--- src/rtl/vnu3_ib_load_dp.sv ---
// VNU3 IB-map load datapath: fetch IB ROM rows and write them into bank0/bank1.
// Define VNU3_LOAD_OUT_REG_EN to add one output register stage on the write port.
// A fetch on the last row wraps rom_addr to 0; overrun flags a fetch after that wrap.
module vnu3_ib_load_dp #(
   parameter int unsigned LOAD_CYCLE = 64,
   parameter int unsigned DATA_WIDTH = 4,
   parameter int unsigned ITER_MAX   = 15,
   localparam int unsigned AW = $clog2(LOAD_CYCLE),
   localparam int unsigned IW = $clog2(ITER_MAX + 1)
) (
   input  logic                    write_clk,
   input  logic                    rstn,
   input  logic                    rom_port_fetch,
   input  logic                    ram_mux_en,
   input  logic                    ram_write_en,
   input  logic                    iter_update,
   input  logic                    v3ib_rom_rst,
   input  logic                    iter_clr,
   input  logic [2*DATA_WIDTH-1:0] rom_data,
   output logic [AW-1:0]           rom_addr,
   output logic [AW-1:0]           ram_wr_addr,
   output logic [DATA_WIDTH-1:0]   bank0_wr_data,
   output logic [DATA_WIDTH-1:0]   bank1_wr_data,
   output logic                    ram_we,
   output logic [IW-1:0]           iter_cnt,
   output logic                    load_done,
   output logic                    overrun
);

   localparam logic [AW-1:0] LAST_ROW = AW'(LOAD_CYCLE - 1);
   localparam logic [IW-1:0] ITER_SAT = IW'(ITER_MAX);

   logic [AW-1:0]         r_rom_addr;
   logic                  r_wrapped;
   logic                  r_overrun;
   logic [AW-1:0]         r_addr_d1;
   logic                  r_vld_d1;
   logic [AW-1:0]         r_addr_d2;
   logic [DATA_WIDTH-1:0] r_d0_d2;
   logic [DATA_WIDTH-1:0] r_d1_d2;
   logic                  r_vld_d2;
   logic [AW-1:0]         r_addr_d3;
   logic [DATA_WIDTH-1:0] r_d0_d3;
   logic [DATA_WIDTH-1:0] r_d1_d3;
   logic                  r_we_d3;
   logic [AW-1:0]         r_row_cnt;
   logic                  r_load_done;
   logic                  r_iter_upd_d;
   logic [IW-1:0]         r_iter_cnt;
   logic                  w_cap_d2;
   logic                  w_we_d3;
   logic                  w_iter_fall;

   assign w_cap_d2    = ram_mux_en & r_vld_d1 & ~v3ib_rom_rst;
   assign w_we_d3     = r_vld_d2 & ram_write_en & ~v3ib_rom_rst;
   assign w_iter_fall = r_iter_upd_d & ~iter_update;

   // ROM row address counter with wrap tracking for the overrun flag
   always_ff @(posedge write_clk or negedge rstn) begin
      if (!rstn) begin
         r_rom_addr <= '0;
         r_wrapped  <= 1'b0;
         r_overrun  <= 1'b0;
      end else if (v3ib_rom_rst) begin
         r_rom_addr <= '0;
         r_wrapped  <= 1'b0;
      end else if (rom_port_fetch) begin
         if (r_wrapped) begin
            r_overrun <= 1'b1;
         end
         if (r_rom_addr == LAST_ROW) begin
            r_rom_addr <= '0;
            r_wrapped  <= 1'b1;
         end else begin
            r_rom_addr <= r_rom_addr + AW'(1);
         end
      end
   end

   // Stage 1: remember which row was addressed while the ROM read is in flight
   always_ff @(posedge write_clk or negedge rstn) begin
      if (!rstn) begin
         r_addr_d1 <= '0;
         r_vld_d1  <= 1'b0;
      end else begin
         r_vld_d1 <= rom_port_fetch & ~v3ib_rom_rst;
         if (rom_port_fetch) begin
            r_addr_d1 <= r_rom_addr;
         end
      end
   end

   // Stage 2: capture ROM data halves alongside their row address
   always_ff @(posedge write_clk or negedge rstn) begin
      if (!rstn) begin
         r_addr_d2 <= '0;
         r_d0_d2   <= '0;
         r_d1_d2   <= '0;
         r_vld_d2  <= 1'b0;
      end else begin
         r_vld_d2 <= w_cap_d2;
         if (w_cap_d2) begin
            r_addr_d2 <= r_addr_d1;
            r_d0_d2   <= rom_data[DATA_WIDTH-1:0];
            r_d1_d2   <= rom_data[2*DATA_WIDTH-1:DATA_WIDTH];
         end
      end
   end

   // Stage 3: write strobe, with address/data kept aligned to it
   always_ff @(posedge write_clk or negedge rstn) begin
      if (!rstn) begin
         r_addr_d3 <= '0;
         r_d0_d3   <= '0;
         r_d1_d3   <= '0;
         r_we_d3   <= 1'b0;
      end else begin
         r_we_d3 <= w_we_d3;
         if (w_we_d3) begin
            r_addr_d3 <= r_addr_d2;
            r_d0_d3   <= r_d0_d2;
            r_d1_d3   <= r_d1_d2;
         end
      end
   end

`ifdef VNU3_LOAD_OUT_REG_EN
   logic [AW-1:0]         r_addr_o;
   logic [DATA_WIDTH-1:0] r_d0_o;
   logic [DATA_WIDTH-1:0] r_d1_o;
   logic                  r_we_o;

   // Extra output stage; a row already in stage 3 still completes on abort
   always_ff @(posedge write_clk or negedge rstn) begin
      if (!rstn) begin
         r_addr_o <= '0;
         r_d0_o   <= '0;
         r_d1_o   <= '0;
         r_we_o   <= 1'b0;
      end else begin
         r_addr_o <= r_addr_d3;
         r_d0_o   <= r_d0_d3;
         r_d1_o   <= r_d1_d3;
         r_we_o   <= r_we_d3;
      end
   end

   assign ram_wr_addr   = r_addr_o;
   assign bank0_wr_data = r_d0_o;
   assign bank1_wr_data = r_d1_o;
   assign ram_we        = r_we_o;
`else
   assign ram_wr_addr   = r_addr_d3;
   assign bank0_wr_data = r_d0_d3;
   assign bank1_wr_data = r_d1_d3;
   assign ram_we        = r_we_d3;
`endif

   // Written-row counter; load_done follows the write of the last row
   always_ff @(posedge write_clk or negedge rstn) begin
      if (!rstn) begin
         r_row_cnt   <= '0;
         r_load_done <= 1'b0;
      end else begin
         r_load_done <= ~v3ib_rom_rst & ram_we & (r_row_cnt == LAST_ROW);
         if (v3ib_rom_rst) begin
            r_row_cnt <= '0;
         end else if (ram_we) begin
            r_row_cnt <= (r_row_cnt == LAST_ROW) ? '0 : r_row_cnt + AW'(1);
         end
      end
   end

   // Iteration counter: counts falling edges of iter_update, saturating
   always_ff @(posedge write_clk or negedge rstn) begin
      if (!rstn) begin
         r_iter_upd_d <= 1'b0;
         r_iter_cnt   <= '0;
      end else begin
         r_iter_upd_d <= iter_update;
         if (iter_clr) begin
            r_iter_cnt <= '0;
         end else if (w_iter_fall && (r_iter_cnt != ITER_SAT)) begin
            r_iter_cnt <= r_iter_cnt + IW'(1);
         end
      end
   end

   assign rom_addr  = r_rom_addr;
   assign overrun   = r_overrun;
   assign load_done = r_load_done;
   assign iter_cnt  = r_iter_cnt;

endmodule

--- config.mk ---
export PLATFORM = sky130hd
export DESIGN_NAME = vnu3_ib_load_dp
export DESIGN_NICKNAME = d
export VERILOG_FILES = /design/src/rtl/vnu3_ib_load_dp.sv
export SDC_FILE = /design/constraint.sdc
export NUM_CORES = 1
export LEC_CHECK = 0
export BUFFER_PORTS_ARGS = -buffer_cell sky130_fd_sc_hd__buf_4
export CAP_MARGIN = 10
export CORE_MARGIN = 5
export CORE_UTILIZATION = 46
export DETAILED_ROUTE_END_ITERATION = 16
export GPL_ROUTABILITY_DRIVEN = 1
export PLACE_DENSITY_LB_ADDON = 0.05
export SYNTH_ARGS = -nofsm -noshare
export SYNTH_HDL_FRONTEND = slang
export SYNTH_SLANG_ARGS = --single-unit
--- constraint.sdc ---
create_clock -name write_clk -period 1.8 [get_ports write_clk]
set_clock_uncertainty 0.05 [all_clocks]
set_input_delay 0.18 -clock write_clk [delete_from_list [all_inputs] [get_ports write_clk]]
set_output_delay 0.18 -clock write_clk [all_outputs]
set_load 0.1 [all_outputs]
# Word-level counts from Yosys, hierarchy flattened
# Cells that the tools add are included.
[word_totals] register_bits=57 out_inout_bits=27 word_cells=51
[classes] addsub=3 eq_ne=3 n_mux=11 bitwise_logic=10 n_reduce_logical=7
[op_table] op="6-bit two-way mux" n=6
[op_table] op="6-bit by 1-bit adder with 6-bit output, second input constant" n=2
[op_table] op="6-bit == test, second input constant" n=2
[op_table] op="1-bit AND" n=8
[op_table] op="4-bit two-way mux" n=2
[op_table] op="2-bit nonzero test" n=4
[op_table] op="4-bit by 1-bit adder with 4-bit output, second input constant" n=1
[op_table] op="4-bit != test, second input constant" n=1
[op_table] op="1-bit two-way mux" n=3
[op_table] op="3-bit AND reduction" n=1
[op_table] op="1-bit inverter" n=2
[op_table] op="2-bit AND reduction" n=1
[op_table] op="1-bit logical AND" n=1

# Depth between registers and ports, before layout
# Gate-level depths: netlist of run 1.
[depth] word_depth=5 ltp_mapped=4

# Worst setup path before layout of run 1
# Ideal clock, no wire load.
[synth_timing] kind="reg2reg" start="register r_iter_cnt[0], in the netlist iter_cnt[0]" end="register r_iter_cnt[3], in the netlist iter_cnt[3]" setup_time_ns=0.160 arrival_time_ns=1.709 path_slack_ns=-0.119 stages_incl_launch_ff=5 path_buffers=0 synth_period_minus_slack_ns=1.919 cell_sequence="dfrtp_1 ha_1 and3_1 o311ai_0 o41ai_1"
[synth_between] elab_chain_cells=3 word_cells_on_any_way=6 cone_classes="1 x add/sub; 1 x eq/ne; 2 x mux; 2 x reduce/logical"
[synth_lines] element="start, declared" line_no="49" rtl="logic [IW-1:0] r_iter_cnt;"
[synth_lines] element="start signal, assigned" line_no="184" rtl="r_iter_cnt <= r_iter_cnt + IW'(1);"
[synth_lines] element="4-bit by 1-bit adder with 4-bit output / 4-bit != test (equally long branches)" line_no="184, 183"
[synth_lines] element="4-bit two-way mux / 1-bit logical AND (equally long branches)" line_no="183" rtl="end else if (w_iter_fall && (r_iter_cnt != ITER_SAT)) begin"
[synth_lines] element="4-bit two-way mux / 2-bit nonzero test (equally long branches)"
# Parallel ways exist; a longest one is shown, timed or not. The select of a mux whose other input is x is not followed.
# A chain may end at the register's enable or synchronous reset.

# Final worst setup path of run 1
# Ends and elaborated chain as after synthesis.

==> impl_metrics.json, run 1 <==
{
  "synthSimpleGateAreaFrac": 0.0858,
  "whs_ns": 0.0328,
  "postRouteAntennaNets": 0,
  "synthTopCellsByCount": "dfrtp_1 (57), mux2_4 (18), mux2_2 (16)",
  "grt.total_usage": 0.155,
  "area_delta_synth_final_pct": 23.3,
  "ys_seq_area_frac": 0.589,
  "clk_latency_ns": 0.33,
  "portBuffers": 42,
  "root_buffer": "clkbuf_8",
  "synth_top_family_by_area": "multiplexers",
  "synth.most_common_cell": "dfrtp_1",
  "ys_ff_latch": 57,
  "dp_hpwl_um": 3070,
  "grt_max_degree": 58,
  "ff2ff_path_depth": 4,
  "syn_inst": 169,
  "ctsLongestPathBuffers": 2,
  "viasPerCell": 5.27,
  "vias": 1550,
  "synth_mux_area_frac": 0.199,
  "setup_violations": 0,
  "ctsResizeCount": 0,
  "start_util": 0.474,
  "core-area_sq_um": 5110,
  "antenna_found_initial": 0,
  "cts_buffers": 9,
  "tightestPinTransition_ns": 0.713,
  "start_kind": "flop",
  "reg2reg_to": "iter_cnt[3]$_DFFE_PN0P_",
  "rsz0062_at_grt": "false",
  "yosys.cell_types.count": 34,
  "hold_path.class": "input port to flop",
  "num_rows": 26,
  "power_mw": 3.24,
  "syn_nets": 188,
  "place_congestion": 0.782,
  "synth_compound_area_frac": 0.0605,
  "clock_sinks": 57,
  "max_freq_mhz": 634,
  "worstSetupStartpoint": "iter_cnt[0]$_DFFE_PN0P_",
  "finalMaxSlewViolations": 0,
  "period_share": 0.877,
  "crit_type": "flop to flop",
  "relSlewSlack": 0.525,
  "htreeDepth": 3,
  "wirelength_um": 4680,
  "tns_ns": 0,
  "syn-cell-area_sq_um": 2420,
  "drc": 0,
  "hold_buffers": 3,
  "wire_per_inst_um": 15.9,
  "grt.overflow.total": 0,
  "ir_worst_vdd_uv": 499,
  "synth_top_cell_area_share": 0.589,
  "ios": 43,
  "fin_crit_ns": 1.58,
  "p_per_area_nw_per_um2": 1090,
  "p_leak_nw": 1.56,
  "yosys_most_used_dff": "dfrtp_1",
  "status": "completed",
  "first_pass_iters": 4,
  "drt_iter0_markers": 103,
  "cts_setup_buffers": 0,
  "synth_xor_area_frac": 0.0217,
  "die_height_um": 82.5,
  "avgSynthCellArea_sq_um": 14.3,
  "antenna_cells": 0,
  "async_flop_share": 1.00,
  "synth_largest_area_cell": "dfrtp_1",
  "cp.arrival_ns": 1.71,
  "rrSetupSlack_ns": 0.22,
  "crit_path_end": "iter_cnt[3]$_DFFE_PN0P_",
  "synthAdderAreaFrac": 0.0155,
  "cts_tree": "built",
  "cp_max_fo": 5,
  "synthTopCellsByArea": "dfrtp_1 (59%), mux2_4 (11%), mux2_2 (7.4%)",
  "final-hold-violation-count": 0,
  "grt_pass1_vias": 1573,
  "grt_pass1_wl_um": 7810,
  "die_w_um": 82.5,
  "post_route_cells_drive_above_1_share": 0.433,
  "maxCapViolations": 0,
  "reg2reg_from": "iter_cnt[0]$_DFFE_PN0P_",
  "yosysWarnings": 0,
  "cp.required_ns": 1.93,
  "endpoint_kind": "flop",
  "dieArea_sq_um": 6810,
  "fin_nets": 238,
  "synth_edf_count": 0,
  "clk_pin_slew_ns": 0.06
}
-- registers in the layout, summed over array words and instances (netlist names) --
| register | count |
|---|---|
| r_addr_d1 | 6 |
| r_addr_d2 | 6 |
| r_row_cnt | 6 |
| ram_wr_addr | 6 |
| rom_addr | 6 |
| bank0_wr_data | 4 |
| bank1_wr_data | 4 |
| iter_cnt | 4 |
| r_d0_d2 | 4 |
| r_d1_d2 | 4 |
| load_done | 1 |
| overrun | 1 |
| r_iter_upd_d | 1 |
| r_vld_d1 | 1 |
| r_vld_d2 | 1 |
| r_wrapped | 1 |
| ram_we | 1 |
-- layout by cell type, fill, tap and decap left out, types with 3 or more instances in the layout --
master / instances
and3_1: 4
nand2_1: 4
mux2_4: 18
o21ai_0: 4
dfrtp_2: 5
xor2_1: 5
mux2i_1: 3
mux2_2: 16
dfrtp_1: 52
inv_1: 5
a21oi_1: 6
nand3_1: 3
nand4_1: 3
clkbuf_8: 11
ha_1: 3
dlygate4sd3_1: 3
or3_1: 3
buf_4: 42
clkinv_2: 3
nor2_1: 9
-- where the power goes --
part | switching [mW] | internal (mW) | leakage, nW | total (mW)
Combinational | 0.508 | 0.219 | 0.708 | 0.727
Sequential | 0.0732 | 1.40 | 0.756 | 1.47
Clock | 0.471 | 0.568 | 0.0932 | 1.04
-- how the worst min path moves through the flow --
stage                      startpoint                      endpoint  slack [ns]  cells after the start
after floorplan                  rstn  bank0_wr_data[0]$_DFFE_PN0P_       -0.17                      0
after global placement           rstn  bank0_wr_data[3]$_DFFE_PN0P_        0.21                      1
after detailed placement         rstn  bank0_wr_data[3]$_DFFE_PN0P_        0.23                      1
after CTS                 rom_data[1]        r_d0_d2[1]$_DFFE_PN0P_        0.02                      2
after global routing      rom_data[6]        r_d1_d2[2]$_DFFE_PN0P_        0.01                      2
final                     rom_data[1]        r_d0_d2[1]$_DFFE_PN0P_        0.03                      2
-- stage by stage --
stage / setup WS (ns) / std cells / area, sq um / utilization
3_3_place_gp: 0.411 / 275 / 2780 / 0.544
5_1_grt: 0.136 / 294 / 2980 / 0.584
2_1_floorplan: 0.0334 / 169 / 2430 / -
3_5_place_dp: 0.259 / 275 / 2780 / 0.544
4_1_cts: 0.250 / 294 / 2980 / 0.584
6_report: 0.222 / 294 / 2980 / 0.584
-- layout make-up --
class                   instances  area (sq um)
well taps                      70          87.6
inverters                       5          18.8
clock buffers                  13           159
repair buffers                 45           345
fillers                       437          2120
clock inverters                 3          15.0
multi-input cells             101           925
flip-flops and latches         57          1430
-- cells by family after synthesis --
kind of cell / after synthesis
mux: 37
simple gates: 34
buf+inv: 11
compound gates: 21
flops: 57
xor+xnor: 6
fa+ha+maj: 3
-- worst max-delay path, cell delays in order, from the launching register on --
cell and delay (ns):
dfrtp_2 0.43, ha_1 0.22, and3_1 0.19, o311ai_0 0.38, o41ai_1 0.16
-- layer usage --
layer	wire (um)	vias up	track usage
met5	0	-	0
met4	86	0	0.0735
met3	321	10	0.0521
met2	2200	57	0.242
met1	2070	773	0.194
li1	-	710	-
No activity file was read; power rests on OpenSTA's default activity.
==> run 2: changes to the inputs <==
--- a/config.mk
+++ b/config.mk
@@ -9,9 +9,11 @@
 export CAP_MARGIN = 10
 export CORE_MARGIN = 5
 export CORE_UTILIZATION = 46
+export CTS_CLUSTER_SIZE = 28
 export DETAILED_ROUTE_END_ITERATION = 16
 export GPL_ROUTABILITY_DRIVEN = 1
 export PLACE_DENSITY_LB_ADDON = 0.05
+export RECOVER_POWER = 50
 export SYNTH_ARGS = -nofsm -noshare
 export SYNTH_HDL_FRONTEND = slang
 export SYNTH_SLANG_ARGS = --single-unit
==> impl_metrics.json, run 2 (synthesized netlist as in run 1, its figures left out) <==
{
  "status": "completed",
  "antenna_found_initial": 0,
  "start_kind": "flop",
  "drc": 0,
  "cp_max_fo": 5,
  "num_rows": 26,
  "tightestPinTransition_ns": 0.770,
  "die_w_um": 82.5,
  "crit_slowest_cell": "dfrtp_2",
  "vias": 1557,
  "cp.arrival_ns": 1.71,
  "pwr-share-clk": 0.322,
  "grt_busiest_layer": "met2",
  "p_int_mw": 2.18,
  "grt_max_degree": 58,
  "p_seq_frac": 0.454,
  "area_delta_synth_final_pct": 23.1,
  "ir_worst_vdd_uv": 500,
  "grt.met3_usage": 0.0521,
  "fin_crit_ns": 1.58,
  "clk_pin_slew_ns": 0.06,
  "wire_per_inst_um": 15.9,
  "met1_usage": 0.194,
  "drt_iter0_markers": 103,
  "p_leak_nw": 1.56,
  "antenna_cells": 0,
  "grt.total_usage": 0.155,
  "period_share": 0.876,
  "finalMaxSlewViolations": 0,
  "crit_type": "flop to flop",
  "first_pass_iters": 7,
  "max_freq_mhz": 634,
  "setup_violations": 0,
  "clock_sinks": 57,
  "relSlewSlack": 0.487,
  "met2_usage": 0.242,
  "clk_latency_ns": 0.33,
  "dieArea_sq_um": 6810,
  "ctsLongestPathBuffers": 2,
  "portBuffers": 42,
  "max_stage_delay_ns": 0.43,
  "start_util": 0.474,
  "maxCapViolations": 0,
  "cp.required_ns": 1.93,
  "cts_tree": "built",
  "grt.overflow.total": 0,
  "fin_cells": 294,
  "endpoint_kind": "flop",
  "ctsResizeCount": 0,
  "ios": 43,
  "tns_ns": 0,
  "fin_nets": 238,
  "p_per_area_nw_per_um2": 1090,
  "place_congestion": 0.782,
  "rsz0062_at_grt": "false",
  "crit_chain": "ha_1 -> and3_1 -> o311ai_0 -> o41ai_1",
  "grt_pass1_wl_um": 7810,
  "final-hold-violation-count": 0,
  "cts_buffers": 9,
  "core-area_sq_um": 5110,
  "root_buffer": "clkbuf_8",
  "wirelength_um": 4670,
  "swShare": 0.326,
  "dp.cells": 275,
  "rrSetupSlack_ns": 0.22,
  "power_mw": 3.24,
  "htreeDepth": 3,
  "post_route_cells_drive_above_1_share": 0.424,
  "netSwitchingPower_mw": 1.05,
  "grt_pass1_vias": 1573,
  "die_height_um": 82.5,
  "viasPerCell": 5.30,
  "layout_common_cells": "dfrtp_1 (53), buf_4 (39), mux2_4 (18)",
  "final_common_cell": "dfrtp_1",
  "dp_hpwl_um": 3070,
  "p_comb_frac": 0.224,
  "postRouteAntennaNets": 0,
  "hold_path.class": "input port to flop"
}
==> run 2: area by class of cell <==
type	count	area, sq um
Timing Repair Buffer	45	342
Fill cell	437	2130
Tap cell	70	87.6
Multi-Input combinational cell	101	925
Inverter	5	18.8
Clock inverter	3	15.0
Sequential cell	57	1430
Clock buffer	13	159
==> run 2: path summary, 6_finish.rpt <==
kind / cells after the start / startpoint / endpoint
min in group asynchronous: 2 / rstn / bank0_wr_data[3]$_DFFE_PN0P_
hold reg to reg: 1 / r_wrapped$_DFFE_PN0P_ / overrun$_DFFE_PN0P_
hold / removal: 2 / rom_data[1] / r_d0_d2[1]$_DFFE_PN0P_
max in group asynchronous: 2 / rstn / rom_addr[1]$_DFFE_PN0P_
setup / recovery: 4 / iter_cnt[0]$_DFFE_PN0P_ / iter_cnt[3]$_DFFE_PN0P_
setup reg to reg: 4 / iter_cnt[0]$_DFFE_PN0P_ / iter_cnt[3]$_DFFE_PN0P_
==> run 2: critical path, delay by kind of cell (launching register included) <==
kind | cells | cell delay, ns
adders and majority gates | 1 | 0.22
and+or+nand+nor | 1 | 0.19
AOI/OAI and AO/OA | 2 | 0.54
DFF | 1 | 0.43
==> run 2: routing by layer <==
metal | vias to the layer above | share of wire
met4 | 0 | 0.019
met1 | 781 | 0.44
li1 | 710 | -
met2 | 56 | 0.47
met5 | - | 0
met3 | 10 | 0.067
==> run 2: repair_timing <==
action | in CTS | in global routing
hold buffers | 3 | 0
endpoints found under the hold margin | 60 | 0
setup buffers | 0 | 0
setup endpoints to repair | 0 | 0
==> run 2: power groups by stage <==
stage | Clock [mW] | Combinational [mW] | Sequential [mW]
floorplan | 0 | 0.172 | 1.86
global placement | 0 | 0.717 | 1.48
detailed placement | 0 | 0.727 | 1.49
CTS | 1.06 | 0.734 | 1.47
global route | 1.13 | 0.758 | 1.48
finish | 1.04 | 0.726 | 1.47
==> run 2: metrics by stage <==
step	instance area [sq um]	setup slack, ns	hold WS [ns]	util
2_1_floorplan	2430	0.0334	-0.166	-
3_3_place_gp	2780	0.411	0.210	0.544
3_5_place_dp	2780	0.259	0.231	0.544
4_1_cts	2980	0.250	0.0201	0.584
5_1_grt	2980	0.136	0.0125	0.583
6_report	2980	0.222	0.0312	0.583
==> run 3: changes to the inputs <==
--- a/config.mk
+++ b/config.mk
@@ -14,6 +14,7 @@
 export GPL_ROUTABILITY_DRIVEN = 1
 export PLACE_DENSITY_LB_ADDON = 0.05
 export RECOVER_POWER = 50
+export REMOVE_ABC_BUFFERS = 1
 export SYNTH_ARGS = -nofsm -noshare
 export SYNTH_HDL_FRONTEND = slang
 export SYNTH_SLANG_ARGS = --single-unit
==> impl_metrics.json, run 3 (synthesized netlist as in run 1, its figures left out) <==
{
  "hold_path.class": "input port to flop",
  "cts_buffers": 9,
  "clock_sinks": 57,
  "root_buffer": "clkbuf_8",
  "ir_worst_vdd_uv": 600,
  "rsz0062_at_grt": "false",
  "start_kind": "flop",
  "tightestPinTransition_ns": 0.769,
  "dp_slack_ns": 0.323,
  "postRouteAntennaNets": 0,
  "vias": 1495,
  "die_w_um": 82.5,
  "clk_latency_ns": 0.33,
  "drc": 0,
  "ios": 43,
  "final_common_cell": "dfrtp_1",
  "first_pass_iters": 4,
  "viasPerCell": 5.09,
  "ff2ff_path_depth": 4,
  "ctsResizeCount": 0,
  "hold_depth": 2,
  "cp.required_ns": 1.95,
  "wirelength_um": 4500,
  "die_height_um": 82.5,
  "cp.arrival_ns": 1.68,
  "fillers": 428,
  "grt_max_degree": 58,
  "rrSetupSlack_ns": 0.26,
  "grt.total_usage": 0.147,
  "grt_pass1_wl_um": 7290,
  "setup_slack_ns": 0.264,
  "grt.overflow.total": 0,
  "reg2reg_from": "iter_cnt[0]$_DFFE_PN0P_",
  "setup_violations": 0,
  "cp_max_fo": 5,
  "p_per_area_nw_per_um2": 1170,
  "htreeDepth": 3,
  "fin_crit_ns": 1.54,
  "min_from": "rom_data[5]",
  "finalMaxSlewViolations": 0,
  "cts_setup_buffers": 0,
  "antenna_found_initial": 0,
  "place_congestion": 0.816,
  "post_route_cells_drive_above_1_share": 0.415,
  "worstSetupStartpoint": "iter_cnt[0]$_DFFE_PN0P_",
  "area_delta_synth_final_pct": 25.1,
  "grt_pass1_vias": 1567,
  "core-area_sq_um": 5110,
  "p_leak_nw": 1.58,
  "wire_per_inst_um": 15.3,
  "dp_hpwl_um": 3030,
  "portBuffers": 42,
  "relSlewSlack": 0.487,
  "reg2reg_to": "iter_cnt[3]$_DFFE_PN0P_",
  "ctsLongestPathBuffers": 2,
  "hold_end": "r_d1_d2[1]$_DFFE_PN0P_",
  "endpoint_kind": "flop",
  "max_freq_mhz": 651,
  "period_share": 0.853,
  "drt_iter0_markers": 70,
  "tns_ns": 0,
  "hold_buffers": 3,
  "num_rows": 26,
  "maxCapViolations": 0,
  "clk_pin_slew_ns": 0.06,
  "final-hold-violation-count": 0,
  "start_util": 0.474,
  "cts_tree": "built",
  "fin_nets": 238,
  "crit_type": "flop to flop",
  "antenna_cells": 0,
  "status": "completed",
  "layout_common_cells": "dfrtp_1 (57), buf_4 (40), mux2_4 (18)",
  "dieArea_sq_um": 6810
}
-- run 3: worst max path at each step --
stage	slack, ns	to	cells after the start
2_1_floorplan	-0.12	iter_cnt[3]$_DFFE_PN0P_	4
3_3_place_gp	0.43	iter_cnt[1]$_DFFE_PN0P_	4
3_5_place_dp	0.32	iter_cnt[3]$_DFFE_PN0P_	4
4_1_cts	0.31	iter_cnt[3]$_DFFE_PN0P_	4
5_1_grt	0.25	iter_cnt[3]$_DFFE_PN0P_	4
6_report	0.26	iter_cnt[3]$_DFFE_PN0P_	4
-- run 3: where the power goes --
| group | leakage (nW) | internal, mW | switching (mW) | total (mW) |
|---|---|---|---|---|
| Sequential | 0.764 | 1.40 | 0.0730 | 1.47 |
| Clock | 0.115 | 0.849 | 0.494 | 1.34 |
| Combinational | 0.704 | 0.218 | 0.508 | 0.726 |
-- run 3: area by class of cell --
type	instances	area (sq um)	share of cell area
Timing Repair Buffer	45	342	0.113
Sequential cell	57	1430	0.471
Clock buffer	11	151	0.0500
Tap cell	70	87.6	0.0289
Clock inverter	5	77.6	0.0256
Multi-Input combinational cell	101	925	0.305
Inverter	5	18.8	0.00620
-- run 3: layer usage --
metal / share of wire / GRT usage / vias to the layer above
met3: 0.056 / 0.0521 / 11
met1: 0.46 / 0.179 / 730
met2: 0.46 / 0.222 / 44
met5: 0 / 0 / -
met4: 0.022 / 0.0882 / 0
li1: - / - / 710
-- run 3: through the flow --
| step | area [sq um] | instances | hold slack, ns | total power [mW] | util |
|---|---|---|---|---|---|
| final | 3030 | 294 | 0.0255 | 3.54 | 0.593 |
| after global routing | 3030 | 294 | 0.00247 | 3.68 | 0.593 |
| after CTS | 3030 | 294 | 0.0124 | 3.58 | 0.594 |
| after detailed placement | 2770 | 275 | 0.222 | 2.22 | 0.543 |
| after global placement | 2770 | 275 | 0.212 | 2.20 | 0.543 |
| after floorplan | 2370 | 163 | -0.166 | 2.02 | - |
-- run 3: worst max-delay path: stages, from the launching register on --
cell and delay [ns]:
dfrtp_1 0.43, ha_1 0.23, and3_1 0.19, o311ai_0 0.35, o41ai_1 0.14
